<file path="config.mk">
export PLATFORM = sky130hd
export DESIGN_NAME = alu_cmd_seq
export DESIGN_NICKNAME = d
export VERILOG_FILES = /design/src/rtl/alu_cmd_seq.sv
export SDC_FILE = /design/constraint.sdc
export NUM_CORES = 1
export LEC_CHECK = 0
export BUFFER_PORTS_ARGS = -buffer_cell sky130_fd_sc_hd__buf_2
export CAP_MARGIN = 0
export CORE_ASPECT_RATIO = 1.25
export CORE_UTILIZATION = 61
export DETAILED_ROUTE_END_ITERATION = 10
export PLACE_DENSITY = 0.84
export SETUP_SLACK_MARGIN = 0.3
export SLEW_MARGIN = 20
export SYNTH_ARGS = -nofsm -noshare
export SYNTH_HDL_FRONTEND = slang
export SYNTH_SLANG_ARGS = --single-unit
</file>
<file path="constraint.sdc">
create_clock -name clk -period 5.2 [get_ports clk]
set_input_delay 1.56 -clock clk [delete_from_list [all_inputs] [get_ports clk]]
set_output_delay 1.56 -clock clk [all_outputs]
set_load 0.05 [all_outputs]
</file>
<file path="src/rtl/alu_cmd_seq.sv">
// Command FIFO feeding a multi-cycle external ALU through an IDLE/LOAD/WAIT/DONE sequencer.
// Optional: define ALU_CMD_SEQ_ONEHOT_CHK_EN to drop non-one-hot commands and pulse err_op.
module alu_cmd_seq #(
    parameter int FIFO_DEPTH = 4,
    parameter int ALU_LAT    = 1
) (
    input  logic       clk,
    input  logic       rst,
    input  logic       cmd_valid,
    output logic       cmd_ready,
    input  logic [5:0] cmd_op,
    input  logic [7:0] cmd_a,
    input  logic [7:0] cmd_b,
    output logic [2:0] in_sel,
    output logic [7:0] num1,
    output logic [7:0] num2,
    output logic [5:0] out_sel,
    input  logic [7:0] alu_out,
    output logic       res_valid,
    input  logic       res_ready,
    output logic [7:0] res_data,
    output logic [5:0] res_op,
    output logic [1:0] state
`ifdef ALU_CMD_SEQ_ONEHOT_CHK_EN
    ,
    output logic       err_op
`endif
);

    localparam int AW = $clog2(FIFO_DEPTH);
    localparam int EW = 22;
    localparam int CW = 3;

    typedef enum logic [1:0] {
        IDLE = 2'b00,
        LOAD = 2'b01,
        WAIT = 2'b10,
        DONE = 2'b11
    } state_t;

`ifdef ALU_CMD_SEQ_ONEHOT_CHK_EN
    function automatic logic is_onehot(input logic [5:0] v);
        return (v != 6'd0) && ((v & (v - 6'd1)) == 6'd0);
    endfunction
`endif

    logic [EW-1:0] mem_q [FIFO_DEPTH];
    logic [EW-1:0] mem_d [FIFO_DEPTH];
    logic [AW:0]   wptr_q, wptr_d, rptr_q, rptr_d;
    logic          empty, full, push, pop, take_head, issue, err_d;
    logic [EW-1:0] head;

    state_t        state_q, state_d;
    logic [CW-1:0] cnt_q, cnt_d;
    logic [7:0]    num1_q, num1_d, num2_q, num2_d, res_data_q, res_data_d;
    logic [5:0]    out_sel_q, out_sel_d, res_op_q, res_op_d;
    logic          res_valid_q, res_valid_d, init_q, err_q;

    // Extra pointer bit tells full (MSBs differ) from empty (pointers equal)
    assign empty     = (wptr_q == rptr_q);
    assign full      = (wptr_q[AW] != rptr_q[AW]) && (wptr_q[AW-1:0] == rptr_q[AW-1:0]);
    assign cmd_ready = !full;
    assign push      = cmd_valid && !full;
    assign head      = mem_q[rptr_q[AW-1:0]];

    always_comb begin
        mem_d = mem_q;
        if (push) begin
            mem_d[wptr_q[AW-1:0]] = {cmd_op, cmd_a, cmd_b};
        end
        wptr_d = push ? wptr_q + (AW+1)'(1) : wptr_q;
        rptr_d = pop  ? rptr_q + (AW+1)'(1) : rptr_q;
    end

    always_comb begin
        state_d     = state_q;
        cnt_d       = cnt_q;
        num1_d      = num1_q;
        num2_d      = num2_q;
        out_sel_d   = out_sel_q;
        res_valid_d = res_valid_q;
        res_data_d  = res_data_q;
        res_op_d    = res_op_q;
        take_head   = 1'b0;
        case (state_q)
            IDLE: take_head = !empty;
            LOAD: begin
                state_d = WAIT;
                cnt_d   = '0;
            end
            WAIT: begin
                if (cnt_q == CW'(ALU_LAT - 1)) begin
                    res_data_d  = alu_out;
                    res_op_d    = out_sel_q;
                    res_valid_d = 1'b1;
                    state_d     = DONE;
                end else begin
                    cnt_d = cnt_q + CW'(1);
                end
            end
            DONE: begin
                if (res_ready) begin
                    res_valid_d = 1'b0;
                    state_d     = IDLE;
                    take_head   = !empty;
                end
            end
            default: state_d = IDLE;
        endcase
        pop = take_head;
`ifdef ALU_CMD_SEQ_ONEHOT_CHK_EN
        issue = take_head && is_onehot(head[21:16]);
        err_d = take_head && !is_onehot(head[21:16]);
`else
        issue = take_head;
        err_d = 1'b0;
`endif
        if (issue) begin
            state_d   = LOAD;
            out_sel_d = head[21:16];
            num1_d    = head[15:8];
            num2_d    = head[7:0];
        end
    end

    // Payload storage is never reset; pointers define what is valid
    always_ff @(posedge clk) begin
        mem_q <= mem_d;
    end

    always_ff @(posedge clk or negedge rst) begin
        if (!rst) begin
            wptr_q      <= '0;
            rptr_q      <= '0;
            state_q     <= IDLE;
            cnt_q       <= '0;
            num1_q      <= '0;
            num2_q      <= '0;
            out_sel_q   <= '0;
            res_valid_q <= 1'b0;
            res_data_q  <= '0;
            res_op_q    <= '0;
            init_q      <= 1'b1;
            err_q       <= 1'b0;
        end else begin
            wptr_q      <= wptr_d;
            rptr_q      <= rptr_d;
            state_q     <= state_d;
            cnt_q       <= cnt_d;
            num1_q      <= num1_d;
            num2_q      <= num2_d;
            out_sel_q   <= out_sel_d;
            res_valid_q <= res_valid_d;
            res_data_q  <= res_data_d;
            res_op_q    <= res_op_d;
            init_q      <= 1'b0;
            err_q       <= err_d;
        end
    end

    // ALU is held in reset through the first cycle after release
    assign in_sel    = init_q ? 3'b001 : ((state_q == LOAD) ? 3'b010 : 3'b100);
    assign num1      = num1_q;
    assign num2      = num2_q;
    assign out_sel   = out_sel_q;
    assign res_valid = res_valid_q;
    assign res_data  = res_data_q;
    assign res_op    = res_op_q;
    assign state     = state_q;
`ifdef ALU_CMD_SEQ_ONEHOT_CHK_EN
    assign err_op    = err_q;
`else
    logic unused_err;
    assign unused_err = err_q ^ err_d;
`endif

endmodule

</file>
**Word-level counts from Yosys, hierarchy flattened**

Cells that the tools add are included.

- Output and inout port bits: 43
- Memory bits (read-only): 0
- Memory bits (writable): 0
- Memories: 0
- Register bits: 137
- Logic and storage cells: 67
- Input port bits: 34
- Bits in latches: 0

- Multiply operators: 0
- Equality and inequality tests: 11
- Reductions and logical operators: 14
- Bitwise gates (word level): 2
- Div/mod/pow operators: 0
- Shift-type cells: 0
- Mux-type cells: 19
- Add/sub/neg operators: 3
- $lt $le $gt $ge: 3

Operators by type and width:

| kind | number |
|---|---|
| 88-bit bitwise mux | 1 |
| 22-bit 2-to-1 mux | 3 |
| 22-bit binary-select mux with 2-bit select | 1 |
| 22-bit demux with 2-bit select | 1 |
| 3-bit by 1-bit adder with 3-bit output (second input constant) | 3 |
| 3-bit 2-to-1 mux | 3 |
| 3-bit greater-or-equal comparator (second input constant) | 2 |
| 2-bit 2-to-1 mux | 3 |
| 2-bit inequality test (second input constant) | 3 |
| 3-bit inequality test (second input constant) | 2 |
| 2-bit NOT with 3-bit output | 2 |
| 2-bit one-hot mux with 3 select lines | 1 |
| 3-bit one-hot mux with 2 select lines | 1 |
| 3-bit AND reduction | 2 |
| 2-bit == test (second input constant) | 2 |
| 1-bit one-hot mux with 2 select lines | 2 |
| 2-bit AND reduction | 2 |
| 2-bit nonzero test | 2 |
| 4-bit nonzero test | 1 |
| 3-bit == test | 1 |
| 1-bit logical AND | 3 |
| 3-bit zero test | 1 |
| 3-bit by 1-bit less-than comparator with 1-bit output (second input constant) | 1 |
| 1-bit 2-to-1 mux | 3 |
| other kinds (5) | 6 |

**Depth between registers and ports, before layout**

- Word-level depth: 6
- Gate-level depth with buffers: 7
- Mapped depth without buffers: 6

**Worst setup path after synthesis**

No wires, ideal clock.

- Path kind: reg-to-output
- From: register state_q[1], in the netlist state[1]
- To: output in_sel[2]
- Data arrival time: 1.699 ns
- Stages on the path, launching flop included: 4
- Path slack: 1.941 ns
- Path buffers: 0
- Required time: 3.640 ns
- Path through: dfrtp_1 -> inv_1 -> ha_1 -> nor2_1

- Longest elaborated chain between the ends: 3

Ends and longest elaborated chain:

| item | line | RTL |
|---|---|---|
| start: declaration | 53 | `state_t state_q, state_d;` |
| start signal: assignment | 148 | `state_q <= state_d;` |
| 2-bit by 1-bit == test with 1-bit output | 162 | `assign in_sel = init_q ? 3'b001 : ((state_q == LOAD) ? 3'b010 : 3'b100);` |
| 3-bit 2-to-1 mux (2 in series) | 162 |  |
| end: declaration | 14 | `output logic [2:0] in_sel,` |

Every way passes these cells.

**Worst setup path in the final report**

- From: register rptr_q[1]
- To: output cmd_ready

- Longest elaborated chain between the ends: 3

Ends and longest elaborated chain:

| item | line | RTL |
|---|---|---|
| start: declaration | 49 | `logic [AW:0] wptr_q, wptr_d, rptr_q, rptr_d;` |
| start signal: assignment | 147 | `rptr_q <= rptr_d;` |
| 2-bit == test | 61 | `assign full = (wptr_q[AW] != rptr_q[AW]) && (wptr_q[AW-1:0] == rptr_q[AW-1:0]);` |
| 1-bit logical AND | 61 |  |
| 1-bit zero test | 62 | `assign cmd_ready = !full;` |
| end: declaration | 10 | `output logic cmd_ready,` |

Every way passes these cells.

==> results.tsv <==
stage	metric	value	unit
setup_path	Cell Chain, Critical Path	xnor2_2 -> nand3b_1 -> buf_2	
setup_path	Worst setup EP type	output port	
setup_path	Worst setup SP type	flop	
cells_and_area	Register Area	0.00387	mm²
yosys	Post-Syn Area	0.00533	mm²
setup_path	crit-path max cell delay	1070	ps
timing	final setup TNS	0	ps
drt	per-cell routed wire length	18.4	µm
timing	Max transition margin	0.263	
timing	Tcrit/Tclk final	0.744	
grt	grt met2 use	0.350	
setup_path	worst path required time	3640	ps
cells_and_area	# nets final	400	
timing	final-report hold violation count	0	
grt	gr busiest metal	met2	
die	DIE AREA	0.00912	mm²
min_path	Hold Path Sink	num1[5]$_DFFE_PN0P_	
yosys	area leader, netlist	edfxtp_1	
timing	unrepaired setup endpoints after global routing	false	
timing	setup ws final	1330	ps
yosys	cells after synthesis	268	
grt	GR Overflow Total	0	
drt	drt via density	5.84	
grt	met1 Usage GRT	0.259	
place	gpl congestion	0.718	
grt	global-route wire length before repair	13.6	mm
drt	DRT antenna net count	0	
drt	Routed WL	8.54	mm
setup_path	Max FO, Critical Path	25	
yosys	average cell area after synthesis	19.9	µm²
min_path	HP Class	reg2reg	
die	Die Span Y	107	µm
yosys	top cells by area, synth	edfxtp_1, dfrtp_1, mux4_2	
power_and_ir_drop	leakage power	0.00251	µW
grt	met3 Use GR	0.0776	
timing	clk_skew	4.48	ps
yosys	register bit total from synthesis	137	
grt	vias in the first global route	2676	
place	IO buf count	76	
clock_network	post-cts sizing count	0	
power_and_ir_drop	Power Dens Cells	716	mW/mm²
drt	Pre-antenna DRT Iters	4	
grt	initial antenna violation count	0	
die	die width	85.6	µm
yosys	syn nets	314	
cells_and_area	Area Growth Syn to Fin	19.0	%
timing	Final setup violation count	0	
setup_path	CP Data Arrival Time	2310	ps
die	# IOs	77	
clock_network	Worst-path clk slew	60	ps
clock_network	hold-fix buffers at CTS	0	
cells_and_area	Multi-input gate area	0.00137	mm²
yosys	share of Yosys cell area claimed by the top area cell type	0.496	
timing	final slew viol count	0	
yosys	Ys Warns	0	
setup_path	CP Class	reg2out	
status	status	complete, no violations	
setup_path	Worst R2R End	mem_q[20]$_DFFE_PP_	
timing	Max Clk Rate	258	MHz
timing	post-layout minimum cycle time	3870	ps
cells_and_area	diodes inserted	0	
place	post-detail-place hpwl	5.26	mm
power_and_ir_drop	worst-case vdd ir drop	0.000432	V
clock_network	Sink Count	137	
drt	Via Count	2710	
die	initial core utilization	0.640	
job	Max Cap Viol	0	
setup_path	R2R depth	4	
grt	largest net degree at the start of global routing	50	
clock_network	Post-CTS Setup Inserts	0	
clock_network	CTS buffer count	17	
cells_and_area	filler cell count	471	
clock_network	Clk Latency, worst-skew pair	520	ps
min_path	hold_sp	num1[5]$_DFFE_PN0P_	
min_path	hold path depth	1	
drt	DRT iter0 DRCs	153	
cells_and_area	ratio of cells with drive above 1 in the final layout	0.460	
setup_path	R2R Setup Slk	2560	ps
clock_network	CTS tree	yes	
setup_path	Reg-to-Reg Start	rptr_q[1]$_DFFE_PN0P_	
place	DP Worst Slack	1880	ps
clock_network	Max H-tree Level	4	
power_and_ir_drop	total power	4550	µW
setup_path	Slowest cell on crit path	dfrtp_1	
yosys	post-synthesis sequential area ratio	0.726	
yosys	Distinct cells, synth	30	
drt	DR DRC count	0	
clock_network	clock tree buffer depth	2	
die	Core Region	0.00833	mm²
die	row count	37	
grt	total track usage	0.214	
clock_network	clock root buffer	clkbuf_8	
timing	Slew @ Worst Pin	1110	ps
synthesized netlist by cell type, drive strengths merged:
| cell type | number |
|---|---|
| a21oi | 1 |
| o22ai | 1 |
| dfrtp | 48 |
| conb | 1 |
| or2 | 1 |
| edfxtp | 88 |
| a211oi | 2 |
| nor3 | 1 |
| inv | 6 |
| nor2 | 4 |
| mux4 | 22 |
| ha | 12 |
| a311oi | 1 |
| nand2 | 6 |
| dfstp | 1 |
| o21ai | 2 |
| a22o | 4 |
| nor2b | 3 |
| nand2b | 1 |
| mux2 | 39 |
| buf | 7 |
| clkbuf | 4 |
| and3 | 4 |
| xnor2 | 6 |
| nand3b | 1 |
| xor2 | 2 |
how the worst max path moves through the flow:
stage	startpoint	end	slack, ps	cells past startpoint
4_1_cts	rptr_q[1]$_DFFE_PN0P_	cmd_ready	1290	3
2_1_floorplan	state[1]$_DFFE_PN0P_	in_sel[2]	1940	3
6_report	rptr_q[1]$_DFFE_PN0P_	cmd_ready	1330	3
5_1_grt	rptr_q[0]$_DFFE_PN0P_	cmd_ready	1190	3
3_3_place_gp	rptr_q[1]$_DFFE_PN0P_	cmd_ready	1900	3
3_5_place_dp	rptr_q[1]$_DFFE_PN0P_	cmd_ready	1880	3
cell usage in the layout, fill, tap and decap left out, drive strengths merged, types with 2 or more instances in the layout:
cell,count
a211oi,2
a22o,4
and3,4
buf,78
clkbuf,26
clkinv,4
dfrtp,48
edfxtp,88
ha,12
inv,7
mux2,39
mux4,22
nand2,6
nor2,4
nor2b,3
o21ai,2
xnor2,6
xor2,2
power by group:
part           switching (µW)  total (µW)  internal (µW)
Combinational            1050        1690            637
Clock                     411        1090            675
Sequential                239        1770           1530
Total                    1700        4550           2840
sequential cells by signal, indices dropped and copies added, names as in the netlist:
signal / flops
rptr_q: 3
num2: 8
out_sel: 6
res_valid: 1
wptr_q: 3
res_op: 6
mem_q: 88
cnt_q: 3
num1: 8
res_data: 8
init_q: 1
state: 2
final cells by class:
class	instances	share of cell area
flip-flops and latches	137	0.610
clock inverters	6	0.00532
clock buffers	26	0.0818
inverters	6	0.00355
repair buffers	78	0.0639
well taps	97	0.0191
multi-input cells	114	0.216
logic make-up (layout without fill, tap and decap cells):
kind of cell | count (synthesis) | count (layout) | share of synthesized area
adders and majority gates | 12 | 12 | 0.0282
DFF | 137 | 137 | 0.726
xor gates and xnor gates | 8 | 8 | 0.0145
buffers and inverters | 17 | 116 | 0.0174
AOI/OAI and AO/OA | 11 | 11 | 0.0183
other | 1 | 1 | 0.000703
and+or+nand+nor | 21 | 21 | 0.0199
muxes | 61 | 61 | 0.175
per-stage QoR:
stage               instances  area (µm²)  hold WS, ps  utilization
floorplan                 268        5330          462            -
finish                    464        6350          476        0.762
global placement          431        5770          465        0.693
CTS                       464        6340          482        0.761
global route              464        6350          503        0.762
detailed placement        432        5790          470        0.695
worst max-delay path: cells and delay by family (launching register included):
family / cells / cell delay, ps
DFF: 1 / 1070
buffers and inverters: 1 / 300
and+or+nand+nor: 1 / 240
xor gates and xnor gates: 1 / 170
per-layer routing:
layer	part of all wire	routed length, µm	up-vias
met2	0.52	4470	72
li1	-	-	1206
met5	0	0	-
met4	0.017	149	0
met1	0.41	3520	1418
met3	0.046	397	14
No activity file was read; power rests on OpenSTA's default activity.
